===== src/rtl/uart_tx_arbiter_if.sv =====
// ---------------------------------------------------------------------------
// uart_tx_arbiter_if
//
// Bundles the requester side and the transmitter side of the UART TX
// arbiter into one interface.
//
// Parameter:
//   N         number of byte requesters (2..8); must match the arbiter's N
//
// Signals:
//   req       [N]      per-requester byte valid, held until ack
//   data      [8*N]    byte for requester i in data[8*i+7:8*i]
//   lock      [N]      per-requester lock request (used only when the
//                      arbiter is built with UART_TX_ARB_LOCK_EN)
//   ack       [N]      one-cycle capture pulse back to the requester
//   tx_req             one-cycle launch pulse to the transmitter
//   tx_data   [8]      captured byte, stable for the whole frame
//   tx_busy            transmitter busy
//   grant_id  [IDW]    index of the last granted requester
//   drop               one-cycle pulse when a launch times out
//
// Modports:
//   master    arbiter view (drives ack/tx_req/tx_data/grant_id/drop)
//   slave     environment view (requesters plus transmitter)
// ---------------------------------------------------------------------------
interface uart_tx_arbiter_if #(
  parameter int N = 2
);
  localparam int IDW = (N > 1) ? $clog2(N) : 1;

  logic [N-1:0]   req;
  logic [8*N-1:0] data;
  logic [N-1:0]   lock;
  logic [N-1:0]   ack;
  logic           tx_req;
  logic [7:0]     tx_data;
  logic           tx_busy;
  logic [IDW-1:0] grant_id;
  logic           drop;

  modport master (
    input  req,
    input  data,
    input  lock,
    input  tx_busy,
    output ack,
    output tx_req,
    output tx_data,
    output grant_id,
    output drop
  );

  modport slave (
    output req,
    output data,
    output lock,
    output tx_busy,
    input  ack,
    input  tx_req,
    input  tx_data,
    input  grant_id,
    input  drop
  );
endinterface


===== src/rtl/uart_tx_arbiter.sv =====
// ---------------------------------------------------------------------------
// uart_tx_arbiter
//
// Shares one UART transmitter among N byte producers. A granted byte is
// captured into tx_data, launched with a single-cycle tx_req, and the
// arbiter then follows tx_busy through the whole frame before it will
// grant again. Arbitration is round-robin starting from a rotating pointer.
//
// Optional feature (compile-time macro UART_TX_ARB_LOCK_EN):
//   a requester granted while its lock bit is high becomes the owner and
//   stays the only eligible requester until it drops lock in an IDLE
//   cycle (or a launch times out). Without the macro the lock inputs are
//   ignored and no owner state exists.
//
// Parameters:
//   N         number of requesters, 2..8
//   TIMEOUT   cycles to wait for tx_busy to rise after tx_req before the
//             launch is abandoned and drop is pulsed
//
// Ports:
//   clk       system clock
//   reset     asynchronous, active-low reset
//   bus       uart_tx_arbiter_if.master (req/data/lock/ack, tx_req/tx_data/
//             tx_busy, grant_id, drop)
//
// All outputs come straight from flops; nothing in req reaches ack
// combinationally.
// ---------------------------------------------------------------------------
module uart_tx_arbiter #(
  parameter int N       = 2,
  parameter int TIMEOUT = 16
) (
  input  logic              clk,
  input  logic              reset,
  uart_tx_arbiter_if.master bus
);

  localparam int IDW  = (N > 1) ? $clog2(N) : 1;
  localparam int CNTW = $clog2(TIMEOUT + 1);
  localparam logic [CNTW-1:0] CNT_LAST = CNTW'(TIMEOUT - 1);

  typedef enum logic [1:0] {
    IDLE      = 2'd0,
    LAUNCH    = 2'd1,
    WAIT_RISE = 2'd2,
    WAIT_FALL = 2'd3
  } state_t;

  // _p0: next-state values computed this cycle; _p1: registered state.
  state_t          state_p0, state_p1;
  logic [IDW-1:0]  ptr_p0, ptr_p1;
  logic [CNTW-1:0] cnt_p0, cnt_p1;
  logic [N-1:0]    ack_p0, ack_p1;
  logic            tx_req_p0, tx_req_p1;
  logic [7:0]      tx_data_p0, tx_data_p1;
  logic [IDW-1:0]  gid_p0, gid_p1;
  logic            drop_p0, drop_p1;

  logic [N-1:0]    elig;
  logic            win_vld;
  logic [IDW-1:0]  win_id;
  logic [7:0]      win_data;

`ifdef UART_TX_ARB_LOCK_EN
  logic           own_vld_p0, own_vld_p1;
  logic [IDW-1:0] own_id_p0, own_id_p1;
  logic           lock_held;

  // While the owner keeps lock high it is the only eligible requester,
  // even when its req is low; everyone else simply waits.
  always_comb begin
    lock_held = own_vld_p1 && bus.lock[own_id_p1];
    if (lock_held) begin
      elig = bus.req & (N'(1) << own_id_p1);
    end else begin
      elig = bus.req;
    end
  end
`else
  logic unused_lock;
  assign unused_lock = ^bus.lock;
  assign elig        = bus.req;
`endif

  // ---- stage p0: round-robin pick, scanning upward from ptr modulo N ----
  always_comb begin
    int sum;
    logic [IDW-1:0] idx;
    sum      = 0;
    idx      = '0;
    win_vld  = 1'b0;
    win_id   = '0;
    win_data = 8'h00;
    for (int k = 0; k < N; k++) begin
      sum = int'(ptr_p1) + k;
      if (sum >= N) begin
        sum = sum - N;
      end
      idx = IDW'(sum);
      if (!win_vld && elig[idx]) begin
        win_vld = 1'b1;
        win_id  = idx;
      end
    end
    for (int i = 0; i < N; i++) begin
      if (win_id == IDW'(i)) begin
        win_data = bus.data[8*i +: 8];
      end
    end
  end

  // ---- stage p0: FSM next state and next output values ----
  always_comb begin
    state_p0   = state_p1;
    ptr_p0     = ptr_p1;
    cnt_p0     = cnt_p1;
    ack_p0     = '0;
    tx_req_p0  = 1'b0;
    tx_data_p0 = tx_data_p1;
    gid_p0     = gid_p1;
    drop_p0    = 1'b0;
`ifdef UART_TX_ARB_LOCK_EN
    own_vld_p0 = own_vld_p1;
    own_id_p0  = own_id_p1;
`endif

    case (state_p1)
      IDLE: begin
`ifdef UART_TX_ARB_LOCK_EN
        // Ownership ends in the first IDLE cycle where the owner's lock
        // is low; the pick below already ignores the stale owner.
        if (own_vld_p1 && !bus.lock[own_id_p1]) begin
          own_vld_p0 = 1'b0;
        end
`endif
        // A busy transmitter in IDLE may be finishing a frame launched by
        // someone else (or one cut short by reset): never grant over it.
        if (!bus.tx_busy && win_vld) begin
          state_p0   = LAUNCH;
          ack_p0     = N'(1) << win_id;
          tx_req_p0  = 1'b1;
          tx_data_p0 = win_data;
          gid_p0     = win_id;
          if (int'(win_id) == N - 1) begin
            ptr_p0 = '0;
          end else begin
            ptr_p0 = win_id + 1'b1;
          end
`ifdef UART_TX_ARB_LOCK_EN
          if (bus.lock[win_id]) begin
            own_vld_p0 = 1'b1;
            own_id_p0  = win_id;
          end
`endif
        end
      end

      LAUNCH: begin
        state_p0 = WAIT_RISE;
        cnt_p0   = '0;
      end

      WAIT_RISE: begin
        if (bus.tx_busy) begin
          state_p0 = WAIT_FALL;
        end else if (cnt_p1 == CNT_LAST) begin
          // TIMEOUT cycles spent here without busy: the byte is lost.
          state_p0 = IDLE;
          drop_p0  = 1'b1;
`ifdef UART_TX_ARB_LOCK_EN
          own_vld_p0 = 1'b0;
`endif
        end else begin
          cnt_p0 = cnt_p1 + 1'b1;
        end
      end

      WAIT_FALL: begin
        if (!bus.tx_busy) begin
          state_p0 = IDLE;
        end
      end

      default: begin
        state_p0 = IDLE;
      end
    endcase
  end

  // ---- stage p1: state and output registers ----
  always_ff @(posedge clk or negedge reset) begin
    if (!reset) begin
      state_p1   <= IDLE;
      ptr_p1     <= '0;
      cnt_p1     <= '0;
      ack_p1     <= '0;
      tx_req_p1  <= 1'b0;
      tx_data_p1 <= 8'h00;
      gid_p1     <= '0;
      drop_p1    <= 1'b0;
    end else begin
      state_p1   <= state_p0;
      ptr_p1     <= ptr_p0;
      cnt_p1     <= cnt_p0;
      ack_p1     <= ack_p0;
      tx_req_p1  <= tx_req_p0;
      tx_data_p1 <= tx_data_p0;
      gid_p1     <= gid_p0;
      drop_p1    <= drop_p0;
    end
  end

`ifdef UART_TX_ARB_LOCK_EN
  always_ff @(posedge clk or negedge reset) begin
    if (!reset) begin
      own_vld_p1 <= 1'b0;
      own_id_p1  <= '0;
    end else begin
      own_vld_p1 <= own_vld_p0;
      own_id_p1  <= own_id_p0;
    end
  end
`endif

  assign bus.ack      = ack_p1;
  assign bus.tx_req   = tx_req_p1;
  assign bus.tx_data  = tx_data_p1;
  assign bus.grant_id = gid_p1;
  assign bus.drop     = drop_p1;

endmodule


===== src/flat_wrapper.sv =====
// flat-port wrapper written by rule: the top's interface ports become plain ports
module uart_tx_arbiter_flat 
#(
  parameter int N       = 2,
  parameter int TIMEOUT = 16
)
  (clk, reset, bus_req, bus_data, bus_lock, bus_tx_busy, bus_ack, bus_tx_req, bus_tx_data, bus_grant_id, bus_drop);
  uart_tx_arbiter_if #(.N(N)) bus_i ();
  input  logic clk;
  input  logic reset;
  input wire logic [$bits(bus_i.req)-1:0] bus_req;
  input wire logic [$bits(bus_i.data)-1:0] bus_data;
  input wire logic [$bits(bus_i.lock)-1:0] bus_lock;
  input wire logic [$bits(bus_i.tx_busy)-1:0] bus_tx_busy;
  output wire logic [$bits(bus_i.ack)-1:0] bus_ack;
  output wire logic [$bits(bus_i.tx_req)-1:0] bus_tx_req;
  output wire logic [$bits(bus_i.tx_data)-1:0] bus_tx_data;
  output wire logic [$bits(bus_i.grant_id)-1:0] bus_grant_id;
  output wire logic [$bits(bus_i.drop)-1:0] bus_drop;
  assign bus_i.req = bus_req;
  assign bus_i.data = bus_data;
  assign bus_i.lock = bus_lock;
  assign bus_i.tx_busy = bus_tx_busy;
  assign bus_ack = bus_i.ack;
  assign bus_tx_req = bus_i.tx_req;
  assign bus_tx_data = bus_i.tx_data;
  assign bus_grant_id = bus_i.grant_id;
  assign bus_drop = bus_i.drop;
  uart_tx_arbiter #(.N(N), .TIMEOUT(TIMEOUT)) u_core (.clk(clk), .reset(reset), .bus(bus_i));
endmodule

===== config.mk =====
export PLATFORM = sky130hd
export DESIGN_NAME = uart_tx_arbiter_flat
export DESIGN_NICKNAME = d
export VERILOG_FILES = /design/src/rtl/uart_tx_arbiter_if.sv /design/src/rtl/uart_tx_arbiter.sv /design/src/flat_wrapper.sv
export SDC_FILE = /design/constraint.sdc
export NUM_CORES = 1
export LEC_CHECK = 0
export CORE_ASPECT_RATIO = 0.8
export CORE_MARGIN = 4
export CORE_UTILIZATION = 54
export CTS_CLUSTER_DIAMETER = 80
export DETAILED_ROUTE_END_ITERATION = 12
export DONT_BUFFER_PORTS = 1
export PLACE_DENSITY = 0.82
export SYNTH_ARGS = -nofsm -noshare
export SYNTH_HDL_FRONTEND = slang
export SYNTH_SLANG_ARGS = --single-unit

===== constraint.sdc =====
create_clock -name clk -period 1.96 [get_ports clk]
set_clock_uncertainty 0.2 [all_clocks]
set_input_delay 0.392 -clock clk [delete_from_list [all_inputs] [get_ports clk]]
set_output_delay 0.392 -clock clk [all_outputs]
set_load 0.01 [all_outputs]

==> results of run 1 <==
-- power breakdown --
group          leakage (nW)  switching (mW)  internal, mW
clock                0.0150           0.128        0.0793
sequential            0.258           0.170         0.589
combinational         0.233           0.279         0.239
-- cell families after synthesis --
group,count (synthesis)
compound gates,38
simple gates,35
flops,21
buf+inv,12
fa+ha+maj,2
mux,1
-- cell type report --
type / count / area [sq um]
timing repair buffer: 9 / 72.57
tap: 24 / 30.03
inverter: 6 / 22.52
fill: 155 / 706.9
sequential: 21 / 525.5
multi-input combinational: 76 / 490.5
clock buffer: 4 / 26.28
-- worst paths after layout --
path,cells past startpoint,slack [ps],to
hold / removal,2,50,u_core.bus.tx_data[5]
min in group asynchronous,1,460,u_core.bus.tx_req
max in group asynchronous,1,510,u_core.bus.ack[1]
hold reg to reg,1,350,u_core.cnt_p1[4]
setup reg to reg,6,70,u_core.cnt_p1[1]
setup / recovery,6,70,u_core.cnt_p1[1]
-- state kept, by name, indices dropped and copies added, names as in the netlist --
signal,cells
u_core.bus.tx_data,8
u_core.cnt_p1,5
u_core.bus.ack,2
u_core.state_p1,2
u_core.bus.drop,1
u_core.bus.grant_id,1
u_core.bus.tx_req,1
u_core.ptr_p1,1
-- metal layers --
metal  global-route usage, %  wire length (um)  up-vias
li1                        -                 -      405
met1                   25.84              1039      436
met2                   27.48              1181       36
met3                   6.199               181        4
met4                   5.556                28        0
met5                       0                 0        -
-- repair_timing --
item,4_1_cts,5_1_grt
setup endpoints to repair,4,5
hold buffers,2,0
pin swaps,0,0
gates resized for setup,6,4
hold endpoints to repair,23,0
-- worst max-delay path, stage by stage (launching register included) --
cell and delay [ps]:
sky130_fd_sc_hd__dfrtp_1 400, sky130_fd_sc_hd__ha_2 200, sky130_fd_sc_hd__and3_1 180, sky130_fd_sc_hd__ha_2 190, sky130_fd_sc_hd__or3_4 370, sky130_fd_sc_hd__o21ai_2 140
sky130_fd_sc_hd__a22o_1 140
-- stage by stage --
step	power, mW	TNS (ps)	hold slack (ps)	util (%)	instances
2_1_floorplan	1.101	0	-103.6	-	109
3_3_place_gp	1.208	0	-102.9	58.75	134
3_5_place_dp	1.255	-85.54	-103.1	58.75	134
4_1_cts	1.489	0	40.07	61.68	140
5_1_grt	1.594	0	34.80	62.28	140
6_report	1.484	0	45.10	62.28	140
-- cells in the final DEF (no fill, tap or decap) --
master,netlist,routed
sky130_fd_sc_hd__clkbuf_1,3,1
sky130_fd_sc_hd__a31oi_1,8,8
sky130_fd_sc_hd__inv_2,1,1
sky130_fd_sc_hd__clkbuf_4,0,3
sky130_fd_sc_hd__buf_4,0,7
sky130_fd_sc_hd__nor3_4,1,1
sky130_fd_sc_hd__dlygate4sd3_1,0,2
sky130_fd_sc_hd__or3_4,0,1
sky130_fd_sc_hd__nand2b_1,1,1
sky130_fd_sc_hd__o21ai_2,0,2
sky130_fd_sc_hd__inv_1,5,5
sky130_fd_sc_hd__or2_0,1,1
sky130_fd_sc_hd__nor2_2,0,1
sky130_fd_sc_hd__mux2_4,1,1
sky130_fd_sc_hd__a21oi_1,12,12
sky130_fd_sc_hd__a311oi_1,1,1
sky130_fd_sc_hd__a311o_1,1,1
sky130_fd_sc_hd__a22o_1,3,3
sky130_fd_sc_hd__nor3_1,2,2
sky130_fd_sc_hd__nand2_1,7,7
sky130_fd_sc_hd__and2b_1,1,1
sky130_fd_sc_hd__dfrtp_1,21,21
sky130_fd_sc_hd__and3_1,2,2
sky130_fd_sc_hd__nor2_1,6,5
sky130_fd_sc_hd__nand3b_1,8,8
sky130_fd_sc_hd__nand2_4,1,1
sky130_fd_sc_hd__nor3b_1,1,1
sky130_fd_sc_hd__ha_2,0,2
sky130_fd_sc_hd__o21ai_1,0,2
sky130_fd_sc_hd__a21o_1,1,1
sky130_fd_sc_hd__o21ai_0,12,8
sky130_fd_sc_hd__nand3_1,3,3
==> metrics, run 1 <==
cells taking the most area after synthesis sky130_fd_sc_hd__dfrtp_1 (49%), sky130_fd_sc_hd__a21oi_1 (5.6%), sky130_fd_sc_hd__o21ai_0 (5.6%); Finished Cell Area roughly 0.0012 sq mm; wire length of the first global-routing pass 3746 um; register bit count reported by yosys 21; htree depth 1; slew of the pin with the lowest slew margin about 950 ps; worst slew margin relative to its limit a little under two fifths; routed vias/inst roughly 6.3; via total after detailed routing between 800 and 900; ANT cells 0; Max Root-Sink Buffers 2; Avg Synthesized Cell Area 9.757 sq um; overall fraction of global-route tracks in use roughly 18%; die height approximately 48 um; Worst Setup End Kind flip-flop; estimated wirelength of the detail-placed design between 1500 and 2000 um; DRT antenna net count 0; final cycle utilization of the critical path 96.38%; number of nets in the finished design between 100 and 150; Final Critical Period between 1500 and 2000 ps; detailed router's first-iteration violation count 16; Crit Path Max Fanout 4; peak supply drop 0.7088 mV; startpoint of the worst-slack reg-to-reg timing path u_core.cnt_p1[0]; Worst Setup Path Type flip-flop to flip-flop; number of failing hold endpoints at the final stage 0; number of clock sinks 21; setup-violating endpoint count in the final report 0; post-detailed-route DRC marker count 0; setup bufs post-CTS 0; share of synthesized area occupied by flip-flops and latches roughly half; top-count cell post-synth sky130_fd_sc_hd__dfrtp_1; total nets after synthesis around 130; count of pins on the block boundary 36; number of enable flip-flop cells after synthesis 0; root buffer selected by CTS sky130_fd_sc_hd__clkbuf_4; post-synthesis share of cell area spent on and, or, nand and nor gates a little under 20%; outcome finished, final reports clean; flip-flop cell with the highest count after synthesis sky130_fd_sc_hd__dfrtp_1; most instantiated cells after synthesis sky130_fd_sc_hd__dfrtp_1 (21), sky130_fd_sc_hd__a21oi_1 (12), sky130_fd_sc_hd__o21ai_0 (12); cell count after synthesis ~110; initial antenna violation count 0; yosys synthesis warning count 0; unrepaired setup endpoints after global routing false; global placement routability congestion approximately 0.74; share of synthesized cell area in full adder, half adder and majority cells approximately 2.4%; Pwr per Cell Area 1271 mW/mm^2; class of the tightest hold or removal check input port to flip-flop; data required time of the critical path 2000 ps; area after detailed placement between 0.001 and 0.0015 sq mm; Critical Path Source Type flip-flop; xor-xnor portion of the synthesized cell area 0%; number of clock buffers inserted by TritonCTS 3; P_leak roughly 0.5 nW; start point of the critical path u_core.cnt_p1[0]; clock edge transition at the registers on the reported setup and hold paths 120 ps; Initial Utilization ~57%; count of port buffers added during placement 0; TritonCTS clock tree done; max cap viols 0; Core ar. 0.001874 sq mm; first-pass iteration count of the detailed router 4; number of global-route vias before repair 767; area share of the leading cell type in the synthesized netlist between 40% and 50%; top cell type by total area after synthesis sky130_fd_sc_hd__dfrtp_1; aggregate global routing overflow 0; mux contribution to synthesized area approximately 1.4%; share of layout cells above drive strength 1 between 15 and 20%; final critical-path setup slack ~71 ps; final number of max-transition violations 0; arrival time of data at the critical path endpoint between 1500 and 2000 ps; startpoint of the lowest-slack hold path bus_data[5]; Mapped Area 0.001064 sq mm; drt wl/cell 17.36 um; maximum number of pins on one net before global-route repair 22; main combinational cell family by area after synthesis compound AO/OA/AOI/OAI gates; minimum setup slack after placement -83.14 ps; share of the synthesized area in compound gates (AO/OA/AOI/OAI) a little over a fifth; clock network latency to the later pin of the worst-skew pair around 300 ps; library cells used by synthesis 27; count of standard-cell rows 14; highest attainable clock frequency approximately 530 MHz; total wirelength of the detailed-routed design 2430 um; Post-synth ARST share 100.0%; Layout Area Growth over Synthesis 9.765%; floorplan die area roughly 0.0027 sq mm; horizontal extent of the die about 58 um
Power figures use the tool's default switching activity.
==> inputs of run 2 (changes only) <==
- CORE_MARGIN: 4 -> 1.5
- HOLD_SLACK_MARGIN: unset -> 0.12
==> metrics, run 2 (same netlist as run 1, synthesis figures left out) <==
initial antenna violation count 0 (unchanged); detailed router's first-iteration violation count 16 (unchanged); wire length of the first global-routing pass 4485 um (was 3746 um); Max Root-Sink Buffers 2 (unchanged); highest attainable clock frequency 525.1 MHz (was 529.4 MHz); Final Critical Period 1905 ps (was 1889 ps); Worst Setup Path Type input port to flip-flop (was flip-flop to flip-flop); GRT Max-Usage Layer met2 (unchanged); total wirelength of the detailed-routed design 2862 um (was 2430 um); count of port buffers added during placement 0 (unchanged); Finished Cell Area 0.001339 sq mm (was 0.001167 sq mm); Worst Setup End Kind flip-flop (unchanged); horizontal extent of the die 52.62 um (was 57.62 um); number of nets in the finished design 160 (was 142); slew of the pin with the lowest slew margin 932.5 ps (was 945.7 ps); peak supply drop 0.9091 mV (was 0.7088 mV); sw frac 38.48% (was 38.84%); number of clock sinks 21 (unchanged); P_leak 0.5804 nW (was 0.5061 nW); via total after detailed routing 968 (was 881); GR met1 Demand/Resource 35.46% (was 25.84%); outcome finished, final reports clean (unchanged); number of global-route vias before repair 934 (was 767); Crit Path Max Fanout 11 (was 4); met2 Resource Use GR 45.25% (was 27.48%); top library cells by usage in the layout, fill and taps aside sky130_fd_sc_hd__dfrtp_1 (21), sky130_fd_sc_hd__dlygate4sd3_1 (19), sky130_fd_sc_hd__a21oi_1 (12) (was sky130_fd_sc_hd__dfrtp_1 (21), sky130_fd_sc_hd__a21oi_1 (12), sky130_fd_sc_hd__nand3b_1 (8), sky130_fd_sc_hd__o21ai_0 (8), sky130_fd_sc_hd__a31oi_1 (8)); Core ar. 0.001874 sq mm (unchanged); drt wl/cell 18.11 um (was 17.36 um); floorplan die area 0.002246 sq mm (was 0.002748 sq mm); final core area utilization 71.43% (was 62.28%); class of the tightest hold or removal check input port to flip-flop (unchanged); Initial Utilization 56.74% (unchanged); routed vias/inst 6.127 (was 6.293); final number of max-transition violations 0 (unchanged); clock network latency to the later pin of the worst-skew pair 300 ps (about the same); die height 42.70 um (was 47.70 um); root buffer selected by CTS sky130_fd_sc_hd__clkbuf_4 (unchanged); minimum setup slack after placement -31.43 ps (was -83.14 ps); Sequential Power Share 49.7% (was 51.1%); Critical Path Source Type input port (was flip-flop); number of fillers in the final layout 140 (was 155); arrival time of data at the critical path endpoint 1900 ps (was 1930 ps); Combinational Power Share 37.0% (was 34.9%); overall fraction of global-route tracks in use 28.85% (was 18.48%); placed instance count 134 (unchanged); DRT antenna net count 0 (unchanged); final-layout setup total negative slack 0 ps (unchanged); worst hold slack after final layout 228.9 ps (was 45.10 ps); unrepaired setup endpoints after global routing true (was false); setup-violating endpoint count in the final report 0 (unchanged); Seq. cell area 525.5 sq um (unchanged); share of layout cells above drive strength 1 14.18% (was 17.24%); htree depth 1 (unchanged); area after detailed placement 0.001101 sq mm (unchanged); count of standard-cell rows 14 (unchanged); global placement routability congestion 0.7640 (was 0.7380); max cap viols 0 (unchanged); data required time of the critical path 1960 ps (was 2000 ps); first-pass iteration count of the detailed router 5 (was 4); final critical-path setup slack 55.46 ps (was 71.02 ps); number of flip-flops under the largest register name 8 (unchanged); met3 routing resource usage after global routing 9.155% (was 6.199%); clock edge transition at the registers on the reported setup and hold paths 110 ps (was 120 ps); number of clock buffers inserted by TritonCTS 3 (unchanged); final cycle utilization of the critical path 97.17% (was 96.38%); Overall Power 1.518 mW (was 1.484 mW); worst slew margin relative to its limit 37.63% (was 36.74%); TritonCTS clock tree done (unchanged); maximum number of pins on one net before global-route repair 22 (unchanged); most common library cell in the layout ignoring fill and taps sky130_fd_sc_hd__dfrtp_1 (unchanged); Layout Area Growth over Synthesis 25.88% (was 9.765%); Internal Power 933.9 uW (was 907.3 uW); clock network fraction of design power 13.4% (was 14.0%); area used by multi-input combinational logic 484.2 sq um (was 490.5 sq um); count of pins on the block boundary 36 (unchanged); non-filler cells in the finished layout 158 (was 140); aggregate global routing overflow 0 (unchanged); number of failing hold endpoints at the final stage 0 (unchanged); estimated wirelength of the detail-placed design 1606 um (was 1752 um); post-detailed-route DRC marker count 0 (unchanged); ANT cells 0 (unchanged); Net Sw Power 584.2 uW (was 576.3 uW); Pwr per Cell Area 1134 mW/mm^2 (was 1271 mW/mm^2)
-- run 2: cell count changes in the layout (fill, tap and decap cells not counted), sizes merged --
cell and delta:
dlygate4sd3 +17, buf +1
-- run 2: timing repair --
item / in CTS / in global routing
pin swaps: 0 / 1
hold buffers: 19 / 0
setup buffers: 0 / 1
gates resized for setup: 3 / 5
endpoints found under the setup margin: 4 / 5
endpoints found under the hold margin: 34 / 0
-- run 2: final timing paths --
path                                  startpoint               endpoint  slack [ps]  cells past startpoint
max in group asynchronous                  reset       u_core.cnt_p1[3]         530                      1
worst max register to register  u_core.cnt_p1[0]       u_core.cnt_p1[0]          90                      6
worst min-delay path                  bus_req[1]      u_core.bus.ack[1]         230                      2
worst min register to register     u_core.ptr_p1          u_core.ptr_p1         340                      2
worst max-delay path                 bus_tx_busy    u_core.bus.grant_id          60                      5
min in group asynchronous                  reset  u_core.bus.tx_data[4]         470                      1
-- run 2: area by class of cell --
| type | instances | area share, % |
|---|---|---|
| clock buffers | 4 | 1.963 |
| inverters | 6 | 1.682 |
| multi-input cells | 76 | 36.17 |
| flip-flops and latches | 21 | 39.25 |
| well taps | 24 | 2.243 |
| repair buffers | 27 | 18.69 |
-- run 2: critical path: stages --
cell and delay [ps]:
sky130_fd_sc_hd__dlygate4sd3_1 630, sky130_fd_sc_hd__nor3_4 280, sky130_fd_sc_hd__nand2_4 100, sky130_fd_sc_hd__inv_2 190, sky130_fd_sc_hd__mux2_4 320
-- run 2: power by group through the flow --
stage	Sequential, mW	Clock, mW	Combinational [mW]
after floorplan	0.744	0	0.356
after global placement	0.752	0	0.443
after detailed placement	0.761	0	0.474
after CTS	0.753	0.211	0.526
after global routing	0.769	0.233	0.622
final	0.754	0.203	0.561
-- run 2: per-layer routing --
layer | part of all wire [%] | vias up
met1 | 38 | 459
li1 | - | 445
met5 | 0 | -
met3 | 8.6 | 10
met4 | 4.8 | 0
met2 | 48 | 54
